**src/rtl/ex_alu_mdu_ctrl.sv**
```systemverilog
// EX-stage ALU control decode plus an iterative multiply/divide unit owning HI/LO.
// MDU ops run in the background; stall is raised only for HI/LO/MDU dependants.
module ex_alu_mdu_ctrl #(
  parameter int WIDTH = 32
) (
  input  logic             clk,
  input  logic             rst_n,
  input  logic [1:0]       ALUOp,
  input  logic [5:0]       funct,
  input  logic             valid,
  input  logic             flush,
  input  logic [WIDTH-1:0] op_a,
  input  logic [WIDTH-1:0] op_b,
  output logic [2:0]       ALUCtrl,
  output logic             stall,
  output logic             mf_sel,
  output logic [WIDTH-1:0] mf_data,
  output logic             busy,
  output logic             done,
  output logic [WIDTH-1:0] hi,
  output logic [WIDTH-1:0] lo
);
  localparam int CW = $clog2(WIDTH + 1);
  localparam logic [0:0] S_IDLE = 1'b0;
  localparam logic [0:0] S_RUN  = 1'b1;

  logic [0:0]       state_q, state_d;
  logic [CW-1:0]    cnt_q, cnt_d;
  logic [WIDTH:0]   acc_q, acc_d;
  logic [WIDTH-1:0] q_q, q_d, mcand_q, mcand_d, a_q, a_d, hi_q, hi_d, lo_q, lo_d;
  logic             div_q, div_d, negq_q, negq_d, negr_q, negr_d, dz_q, dz_d, done_q, done_d;

  logic md, mf, mt, sgn, a_neg, b_neg;
  logic [WIDTH-1:0]   a_mag, b_mag, q_nx, quot, rem;
  logic [WIDTH:0]     acc_nx, sum, shifted, diff;
  logic [2*WIDTH-1:0] prod;

  assign md = ALUOp[1] & (funct[5:2] == 4'b0110);
  assign mf = ALUOp[1] & ((funct == 6'b010000) | (funct == 6'b010010));
  assign mt = ALUOp[1] & ((funct == 6'b010001) | (funct == 6'b010011));

  always_comb begin
    ALUCtrl = 3'b000;
    if (ALUOp == 2'b00)      ALUCtrl = 3'b100;
    else if (ALUOp == 2'b01) ALUCtrl = 3'b110;
    else begin
      case (funct)
        6'b100000: ALUCtrl = 3'b100;
        6'b100001: ALUCtrl = 3'b101;
        6'b100010: ALUCtrl = 3'b110;
        6'b100100: ALUCtrl = 3'b000;
        6'b100101: ALUCtrl = 3'b001;
        6'b100111: ALUCtrl = 3'b011;
        6'b101010: ALUCtrl = 3'b010;
        default:   ALUCtrl = 3'b000;
      endcase
    end
  end

  assign busy    = (state_q == S_RUN);
  assign done    = done_q;
  assign hi      = hi_q;
  assign lo      = lo_q;
  assign stall   = busy & valid & (md | mf | mt);
  assign mf_sel  = valid & mf;
  assign mf_data = funct[1] ? lo_q : hi_q;

  // MULT/DIV (funct[0]=0) are signed; both work on operand magnitudes.
  assign sgn   = ~funct[0];
  assign a_neg = sgn & op_a[WIDTH-1];
  assign b_neg = sgn & op_b[WIDTH-1];
  assign a_mag = a_neg ? -op_a : op_a;
  assign b_mag = b_neg ? -op_b : op_b;

  // One iteration: shift-add for multiply, restoring subtract for divide.
  always_comb begin
    sum     = acc_q + {1'b0, mcand_q};
    shifted = {acc_q[WIDTH-1:0], q_q[WIDTH-1]};
    diff    = shifted - {1'b0, mcand_q};
    if (!div_q) begin
      acc_nx = q_q[0] ? {1'b0, sum[WIDTH:1]} : {1'b0, acc_q[WIDTH:1]};
      q_nx   = {(q_q[0] ? sum[0] : acc_q[0]), q_q[WIDTH-1:1]};
    end else if (!diff[WIDTH]) begin
      acc_nx = diff;
      q_nx   = {q_q[WIDTH-2:0], 1'b1};
    end else begin
      acc_nx = shifted;
      q_nx   = {q_q[WIDTH-2:0], 1'b0};
    end
    prod = {acc_nx[WIDTH-1:0], q_nx};
    if (negq_q) prod = -prod;
    quot = negq_q ? -q_nx : q_nx;
    rem  = negr_q ? -acc_nx[WIDTH-1:0] : acc_nx[WIDTH-1:0];
  end

  always_comb begin
    state_d = state_q;  cnt_d   = cnt_q;   acc_d  = acc_q;  q_d  = q_q;
    mcand_d = mcand_q;  a_d     = a_q;     div_d  = div_q;  dz_d = dz_q;
    negq_d  = negq_q;   negr_d  = negr_q;  hi_d   = hi_q;   lo_d = lo_q;
    done_d  = 1'b0;
    if (state_q == S_IDLE) begin
      if (valid & md & ~flush) begin
        state_d = S_RUN;
        cnt_d   = CW'(WIDTH);
        acc_d   = '0;
        q_d     = a_mag;
        mcand_d = b_mag;
        a_d     = op_a;
        div_d   = funct[1];
        dz_d    = (op_b == '0);
        negq_d  = a_neg ^ b_neg;
        negr_d  = a_neg;
      end else if (valid & mt & ~flush) begin
        if (funct[1]) lo_d = op_a;
        else          hi_d = op_a;
      end
    end else if (flush) begin
      state_d = S_IDLE;
      cnt_d   = '0;
    end else begin
      acc_d = acc_nx;
      q_d   = q_nx;
      cnt_d = cnt_q - 1'b1;
      if (cnt_q == CW'(1)) begin
        state_d = S_IDLE;
        done_d  = 1'b1;
        if (!div_q) begin
          hi_d = prod[2*WIDTH-1:WIDTH];
          lo_d = prod[WIDTH-1:0];
        end else if (dz_q) begin
          hi_d = a_q;
          lo_d = '1;
        end else begin
          hi_d = rem;
          lo_d = quot;
        end
      end
    end
  end

  always_ff @(posedge clk) begin
    if (!rst_n) begin
      state_q <= S_IDLE;  cnt_q  <= '0;  acc_q <= '0;  q_q <= '0;
      mcand_q <= '0;      a_q    <= '0;  div_q <= 1'b0; dz_q <= 1'b0;
      negq_q  <= 1'b0;    negr_q <= 1'b0; hi_q <= '0;   lo_q <= '0;
      done_q  <= 1'b0;
    end else begin
      state_q <= state_d; cnt_q  <= cnt_d;  acc_q <= acc_d; q_q <= q_d;
      mcand_q <= mcand_d; a_q    <= a_d;    div_q <= div_d; dz_q <= dz_d;
      negq_q  <= negq_d;  negr_q <= negr_d; hi_q <= hi_d;   lo_q <= lo_d;
      done_q  <= done_d;
    end
  end
endmodule

```
**config.mk**
```make
export PLATFORM = sky130hd
export DESIGN_NAME = ex_alu_mdu_ctrl
export DESIGN_NICKNAME = d
export VERILOG_FILES = /design/src/rtl/ex_alu_mdu_ctrl.sv
export SDC_FILE = /design/constraint.sdc
export NUM_CORES = 1
export LEC_CHECK = 0
export CORE_MARGIN = 5
export CORE_UTILIZATION = 35
export DETAILED_ROUTE_END_ITERATION = 12
export GPL_TIMING_DRIVEN = 0
export HOLD_SLACK_MARGIN = 0.02
export SYNTH_ARGS = -nofsm -noshare
export SYNTH_HDL_FRONTEND = slang
export SYNTH_SLANG_ARGS = --single-unit
```
**constraint.sdc**
```tcl
create_clock -name clk -period 8.7 [get_ports clk]
set_input_delay 1.305 -clock clk [delete_from_list [all_inputs] [get_ports clk]]
set_output_delay 1.305 -clock clk [all_outputs]
set_load 0.02 [all_outputs]
```
==> results, run 1 <==
- The number of hold-slack violations in the final timing report is 0.
- Power comes to 2.52 mW.
- The minimum clock period is 8.45 ns.
- For this block, the initial DRC count from the detailed router was between 2,000 and 3,000.
- The y dimension of the die is between 200 and 250 um.
- The area enclosed by the die boundary is 55,900 sq um.
- The data required time at the worst endpoint is 9.15 ns.
- The number of sinks on the clock net is just over 200.
- The total iterations of the first detailed-routing run is 6.
- In this run, synthesis produced a sequential element count of between 200 and 250.
- The number of violations of the max-capacitance limit is 0.
- Summing over every cut layer, the via total after detailed routing is roughly 21,000.
- For this run, the number of Yosys warnings is 0.
- The synthesized netlist net count is 2,600.
- The largest net degree at the start of global routing is 14.
- The worst hold margin is around 0.47 ns.
- Setup repair after global routing left no endpoint under its margin.
- The worst path arrival time is 8.89 ns.
- The first global-routing pass estimated about 130,000 um of wire.
- Across every metal layer, demand over resource in global routing totals 29.9%.
- The transition time at the pin with the least slew margin is 1.39 ns.
- After synthesis, the most frequently instantiated cells are 368 x nand2_1, 208 x o21ai_0, 205 x dfxtp_1.
- Prior to clock tree synthesis, the placed netlist has a worst setup slack of -0.390 ns.
- The category of the worst setup path launch point is a flop.
- The most frequently used flop master after synthesis is dfxtp_1.
- By area the synthesized netlist is led by dfxtp_1 23%, nand2_1 7.7%, o21ai_0 5.8%.
- The H-tree level count is 1.
- Among all stages on the critical path, the largest delay is contributed by or3_4.
- The fraction of final layout cells with drive strength greater than 1 is 5.53%.
- The final routed wire length divided by cell count is 26.6 um.
- Summing every instance area after synthesis gives around 18,000 sq um.
- For this run, the slowest stage of the critical path takes 0.49 ns.
- In this run the worst path has a maximum fanout of 10.
- Headroom to the max-slew limit came out at between 7 and 8%.
- The worst hold path startpoint is a_q[22]$_SDFFE_PN0P_.
- The number of setup violations in the final report is 0.
- The endpoint class of the critical path is a flop.
- Once layout is complete, the utilization of the core stands at 42.3%.
- The CTS root buffer is clkbuf_16.
- The clock skew is approximately 0.014 ns.
- The internal reg-to-reg setup slack is 0.25 ns.
- The final wirelength is 89,300 um.
- The flow ran to the end, and the final reports show no timing, DRC or antenna violations.
- The port buffer count is 174.
- From synthesis to final layout, the design area changed by 20.2%.
- The worst-case IR drop observed on VDD is 0.000117 V.
- The length in cells of the worst reg-to-reg path is 32.
- The synthesized netlist contains 93 unique library cells.
- The number of clock buffers added by TritonCTS is 28.
- The post-synthesis sequential area ratio is between 20 and 25%.
- Once the floorplan was initialized, standard cells occupied about a third of the core.
- Static timing analysis puts the maximum clock frequency at between 100 and 150 MHz.
- The largest area contributor in the synthesized netlist is dfxtp_1.
- The layout has between 5,000 and 6,000 filler cells.
- The average cell area after synthesis is 7.32 sq um.
- The finished cells cover 21,600 sq um.
- Global routing finished with a remaining overflow of 0.
- The floorplan step defined a core boundary enclosing 51,000 sq um.
- The placed cell area is 20,500 sq um.
- Dividing the detail-routed via count by the number of cells gives 6.22.
- The final-report max-slew violation count is 0.
- The final net count is 2,804.
- Clock-pin slew was measured on the worst setup and hold paths at 0.06 ns.
- The start of the worst register-to-register path is q_q[31]$_SDFFE_PN0P_.
- The top cell type's share of synthesized area is 22.9%.
- The number of placement rows is 83.
- The areal power density over the cells is 117 nW/um^2.
- The via count of the first global-routing pass is 19,600.
- The post-DP HPWL is 70,400 um.
- After clock tree synthesis, the setup repair step added 0 buffers.
- The number of antenna violations at the first check in global routing is 1.
- Counting along the longest clock path gives a buffer depth of 3.
- The clock latency of the later-clocked register in the worst-skew pair is 0.58 ns.
- TritonCTS built the clock tree.
- Setup slack closes at 0.253 ns.
- The die width is 236 um.
- Along the worst hold path, the cell count comes to 2.
- The ratio of final minimum period to clock period is between 90 and 100%.
- The capture endpoint of the worst hold path is a_q[22]$_SDFFE_PN0P_.
- Synthesis produced a netlist whose cell count is 2,451.
- The critical path start-end classification is reg2reg.
- The final estimated routing congestion in global placement is a little over 1.
- The worst min-delay path class is reg2reg.
- Pin placement for this block handled around 180 I/O pins.
- The async set or reset register ratio after synthesis is 0%.
- The count of unresolved DRC violations after routing is 0.
- The number of nets with antenna violations after routing is 0.
- By instance count, the leading cell after synthesis is nand2_1.
- The reported leakage power is 8.44 nW.
- The number of flops mapped to enable cells by yosys is 0.
- The worst register-to-register path ends at hi[30]$_SDFFE_PN0P_.
- Counting stages on the worst path, the most repeated cell is buf_2.
[power breakdown]
part / switching, mW / total [mW] / internal [mW]
logic: 0.228 / 0.350 / 0.121
clock network: 0.492 / 1.22 / 0.731
registers: 0.00410 / 0.947 / 0.943
total: 0.725 / 2.52 / 1.80
[routing by layer]
layer	track usage [%]	wire length (um)	vias to the layer above
li1	-	-	9427
met1	42.8	39800	10300
met2	45.7	38500	1042
met3	6.29	8480	130
met4	8.05	2570	0
met5	0	0	-
[layout by cell type, fill, tap and decap left out, types with 35 or more instances in the layout]
master / n
clkdlybuf4s50_1: 174
mux2_2: 35
o211ai_1: 68
nand3_1: 52
clkbuf_1: 141
a21boi_0: 55
a21oi_1: 156
ha_1: 70
xnor2_1: 69
nand2_1: 368
o21ai_0: 207
dfxtp_1: 205
nor2_1: 152
xor2_1: 78
o211a_1: 45
mux2i_1: 67
inv_1: 73
a31oi_1: 48
nor3_1: 53
[repair_timing]
action | CTS | global route
gates resized for setup | 5 | 8
setup endpoints to repair | 6 | 6
hold buffers | 0 | 0
pin swaps | 1 | 1
[registers in the layout (all words and copies together) (netlist names), 6 cells and up]
| register | flops |
|---|---|
| cnt_q | 6 |
| q_q | 32 |
| hi | 32 |
| acc_q | 33 |
| lo | 32 |
| mcand_q | 32 |
| a_q | 32 |
[area by class of cell]
class	count	area [sq um]	area share, %
inverters	77	289	1.34
repair buffers	175	1750	8.12
multi-input cells	2004	12900	60.1
plain buffers	164	656	3.04
clock buffers	41	851	3.95
flip-flops and latches	205	4100	19.0
well taps	680	851	3.95
diodes	1	2.50	0.0116
clock inverters	10	108	0.499
[logic make-up (layout without fill, tap and decap cells)]
logic type / after synthesis / count (layout) / synth area share (%)
buffers and inverters: 242 / 467 / 5.28
other: 0 / 1 / 0
xor gates and xnor gates: 147 / 147 / 7.18
AOI/OAI and AO/OA: 824 / 824 / 30.8
adders and majority gates: 73 / 73 / 5.18
DFF: 205 / 205 / 22.9
and+or+nand+nor: 857 / 857 / 22.7
muxes: 103 / 103 / 6.02
[worst max path at each step]
| stage | from | to | slack (ns) |
|---|---|---|---|
| 2_1_floorplan | q_q[31]$_SDFFE_PN0P_ | hi[30]$_SDFFE_PN0P_ | 2.12 |
| 3_3_place_gp | q_q[31]$_SDFFE_PN0P_ | hi[14]$_SDFFE_PN0P_ | -0.33 |
| 3_5_place_dp | q_q[31]$_SDFFE_PN0P_ | hi[14]$_SDFFE_PN0P_ | -0.39 |
| 4_1_cts | q_q[31]$_SDFFE_PN0P_ | hi[30]$_SDFFE_PN0P_ | 0.05 |
| 5_1_grt | q_q[31]$_SDFFE_PN0P_ | hi[30]$_SDFFE_PN0P_ | 0.01 |
| 6_report | q_q[31]$_SDFFE_PN0P_ | hi[30]$_SDFFE_PN0P_ | 0.25 |
[stage by stage]
stage                     setup TNS, ns  instances
after detailed placement          -1.41       3306
after CTS                             0       3357
final                                 0       3357
after floorplan                       0       2451
after global placement            -1.01       3305
after global routing                  0       3356
[worst max-delay path: cells and delay by family (launching register included)]
| family | cells | cell delay [ns] |
|---|---|---|
| and+or+nand+nor | 12 | 3.09 |
| AOI/OAI and AO/OA | 11 | 2.49 |
| adders and majority gates | 4 | 1.33 |
| buffers and inverters | 5 | 1.00 |
| DFF | 1 | 0.39 |
Note: power is estimated with default switching activity, not from simulation.
==> run 2: changes to the inputs <==
- GPL_ROUTABILITY_DRIVEN: not set -> 0
- SLEW_MARGIN: not set -> 30
==> results, run 2 (same netlist as run 1, synthesis figures left out) <==
- The transition time at the pin with the least slew margin is 1.12 ns (was 1.39 ns).
- The total routing resource utilization after global routing is 27.1% (was 29.9%).
- The CTS tree is built (unchanged).
- The minimum clock period came to 8.37 ns (was 8.45 ns).
- The die width is 236 um (unchanged).
- The placeable core region came to 51,000 sq um (unchanged).
- The via count normalized by instance count is 6.20 (was 6.22).
- The library cell contributing the largest single delay on the critical path was fa_1 (was or3_4).
- The number of fill cells was 5,228 (was 5,301).
- The number of placement rows is 83 (unchanged).
- The final net count is 2,802 (was 2,804).
- The y dimension of the die is 236 um (unchanged).
- The least setup slack across all paths after layout was 0.333 ns (was 0.253 ns).
- The worst min-delay path class is reg2reg (unchanged).
- The number of nets with antenna violations after routing is 0 (unchanged).
- The number of antenna violations at the first check in global routing is 1 (unchanged).
- The largest voltage drop on the vdd net is 0.000130 V (was 0.000117 V).
- The number of sinks on the clock net is 205 (unchanged).
- Unrepaired setup endpoints after global routing: false (unchanged).
- The final cell count without fillers is 3,353 (was 3,357).
- The wire length of the first global-routing pass came to 120,000 um (was 129,000 um).
- The relative area change from synthesis to final layout is 20.1% (was 20.2%).
- The data required time at the worst endpoint was 9.14 ns (was 9.15 ns).
- The fraction of final layout cells with drive strength greater than 1 is 5.39% (was 5.53%).
- The deepest clock path buffer count was 3 (unchanged).
- The clock latency of the later-clocked register in the worst-skew pair is 0.56 ns (was 0.58 ns).
- The post-CTS clock slew at the launch and capture registers of the worst setup and hold paths is 0.06 ns (about the same).
- The reported leakage power came to 8.45 nW (was 8.44 nW).
- The areal power density over the cells is 117 nW/um^2 (about the same).
- The detailed-route via count is 20,800 (was 20,900).
- The normalized max-slew margin came to 25.4% (was 7.39%).
- The pre-CTS setup slack came to -0.122 ns (was -0.390 ns).
- The area of all placed cells without fillers is 21,500 sq um (was 21,600 sq um).
- The clock skew came to 0.0108 ns (was 0.0136 ns).
- The number of setup violations in the final report is 0 (unchanged).
- The number of cells after detailed placement is 3,305 (was 3,306).
- The initial detailed-routing violation count is 2,463 (was 2,516).
- The H-tree level count came to 1 (unchanged).
- The number of hold-slack violations in the final timing report is 0 (unchanged).
- The overall overflow remaining after global route is 0 (unchanged).
- The quantity of hold-fixing buffers added after cts was 0 (unchanged).
- The count of unresolved DRC violations after routing is 0 (unchanged).
- The final routed wire length divided by cell count is 24.1 um (was 26.6 um).
- The internal reg-to-reg setup slack is 0.33 ns (was 0.25 ns).
- Leading cell types in the layout, fill and taps excluded: 368 x nand2_1, 206 x o21ai_0, 205 x dfxtp_1 (was 368 x nand2_1, 207 x o21ai_0, 205 x dfxtp_1).
- The placed cell area is 20,600 sq um (was 20,500 sq um).
- The port buffer count is 174 (unchanged).
- The number of buffers created by CTS is 26 (was 28).
- The number of flip-flops under the largest register name is 33 (unchanged).
- The critical path start-end classification is reg2reg (unchanged).
- The number of inserted diodes is 0 (was 1).
- The via count of the first global-routing pass is 19,600 (about the same).
- The maximum fanout encountered on the critical timing path is 10 (unchanged).
- The area enclosed by the die boundary came to 55,900 sq um (unchanged).
- The peak clock frequency supported by timing came to 120 MHz (was 118 MHz).
- The largest stage delay on the critical path is 0.43 ns (was 0.49 ns).
- The most common cell after layout, fill and taps aside is nand2_1 (unchanged).
- The number of violations of the max-capacitance limit is 0 (unchanged).
- The category of the worst setup path launch point is a flop (unchanged).
- The final wirelength came to 80,900 um (was 89,300 um).
- Outcome: finished clean (unchanged).
- The endpoint class of the critical path was a flop (unchanged).
- The total iterations of the first detailed-routing run was 8 (was 6).
- The final-report max-slew violation count was 0 (unchanged).
- The largest net degree at the start of global routing is 14 (unchanged).
- The post-DP HPWL was 63,700 um (was 70,400 um).
- The worst path arrival time is 8.81 ns (was 8.89 ns).
- The top register by number of flip-flops is acc_q (unchanged).
- The initial cell density of the core is 35.2% (unchanged).
- The count of boundary I/O pins is 179 (unchanged).
- The CTS root buffer is clkbuf_16 (unchanged).
- The ratio of final minimum period to clock period came to 96.2% (was 97.1%).
-- run 2: changes by cell type in the layout (fill, tap and decap cells not counted), moves of 2 or more --
cell        delta
clkbuf_2       +4
clkbuf_8       -2
clkinv_2       -2
clkinvlp_4     -3
bufinv_16      +4
clkbuf_16      -3
-- run 2: stage by stage --
| step | utilization, % | hold slack, ns | TNS (ns) | power, mW |
|---|---|---|---|---|
| after floorplan | - | 0.432 | 0 | 1.15 |
| after global placement | 40.3 | 0.449 | 0 | 1.28 |
| after detailed placement | 40.3 | 0.457 | -0.202 | 1.28 |
| after CTS | 42.2 | 0.465 | 0 | 2.51 |
| after global routing | 42.3 | 0.489 | 0 | 2.58 |
| final | 42.3 | 0.467 | 0 | 2.52 |
-- run 2: layer usage --
metal  track usage (%)  vias to the layer above  part of all wire, %
met3              5.66                      241                   11
met2              41.3                     1224                   43
met5                 0                        -                    0
li1                  -                     9427                    -
met4              13.2                        0                  5.7
met1              36.6                     9885                   41
-- run 2: worst paths after layout --
path                                            from                   end  cells past startpoint
worst max-delay path            q_q[31]$_SDFFE_PN0P_   hi[30]$_SDFFE_PN0P_                     33
worst min-delay path            a_q[14]$_SDFFE_PN0P_  a_q[14]$_SDFFE_PN0P_                      2
worst max register to register  q_q[31]$_SDFFE_PN0P_   hi[30]$_SDFFE_PN0P_                     33
worst min register to register  a_q[14]$_SDFFE_PN0P_  a_q[14]$_SDFFE_PN0P_                      2
-- run 2: worst max-delay path: cells and delay by family (launching register included) --
| kind | cells | cell delay, ns |
|---|---|---|
| flip-flops | 1 | 0.40 |
| AND/OR/NAND/NOR | 12 | 2.86 |
| buffers and inverters | 6 | 1.21 |
| AO/OA/AOI/OAI | 11 | 2.44 |
| adder cells (fa/ha/maj) | 4 | 1.30 |
-- run 2: report_power, final --
group / switching, mW / total [mW] / internal [mW]
sequential: 0.00406 / 0.946 / 0.942
combinational: 0.213 / 0.333 / 0.120
clock: 0.461 / 1.24 / 0.778
total: 0.679 / 2.52 / 1.84
-- run 2: final cells by class --
cell class | instances | area, sq um | area share (%)
multi-input cells | 2004 | 12900 | 60.0
flip-flops and latches | 205 | 4100 | 19.0
repair buffers | 174 | 1740 | 8.08
well taps | 680 | 851 | 3.95
clock buffers | 38 | 756 | 3.51
plain buffers | 165 | 664 | 3.08
inverters | 77 | 289 | 1.34
clock inverters | 10 | 211 | 0.981
-- run 2: timing repair --
action,in CTS,in global routing
pin swaps,0,1
resized for setup,2,6
setup endpoints to repair,3,8
setup buffers,0,0
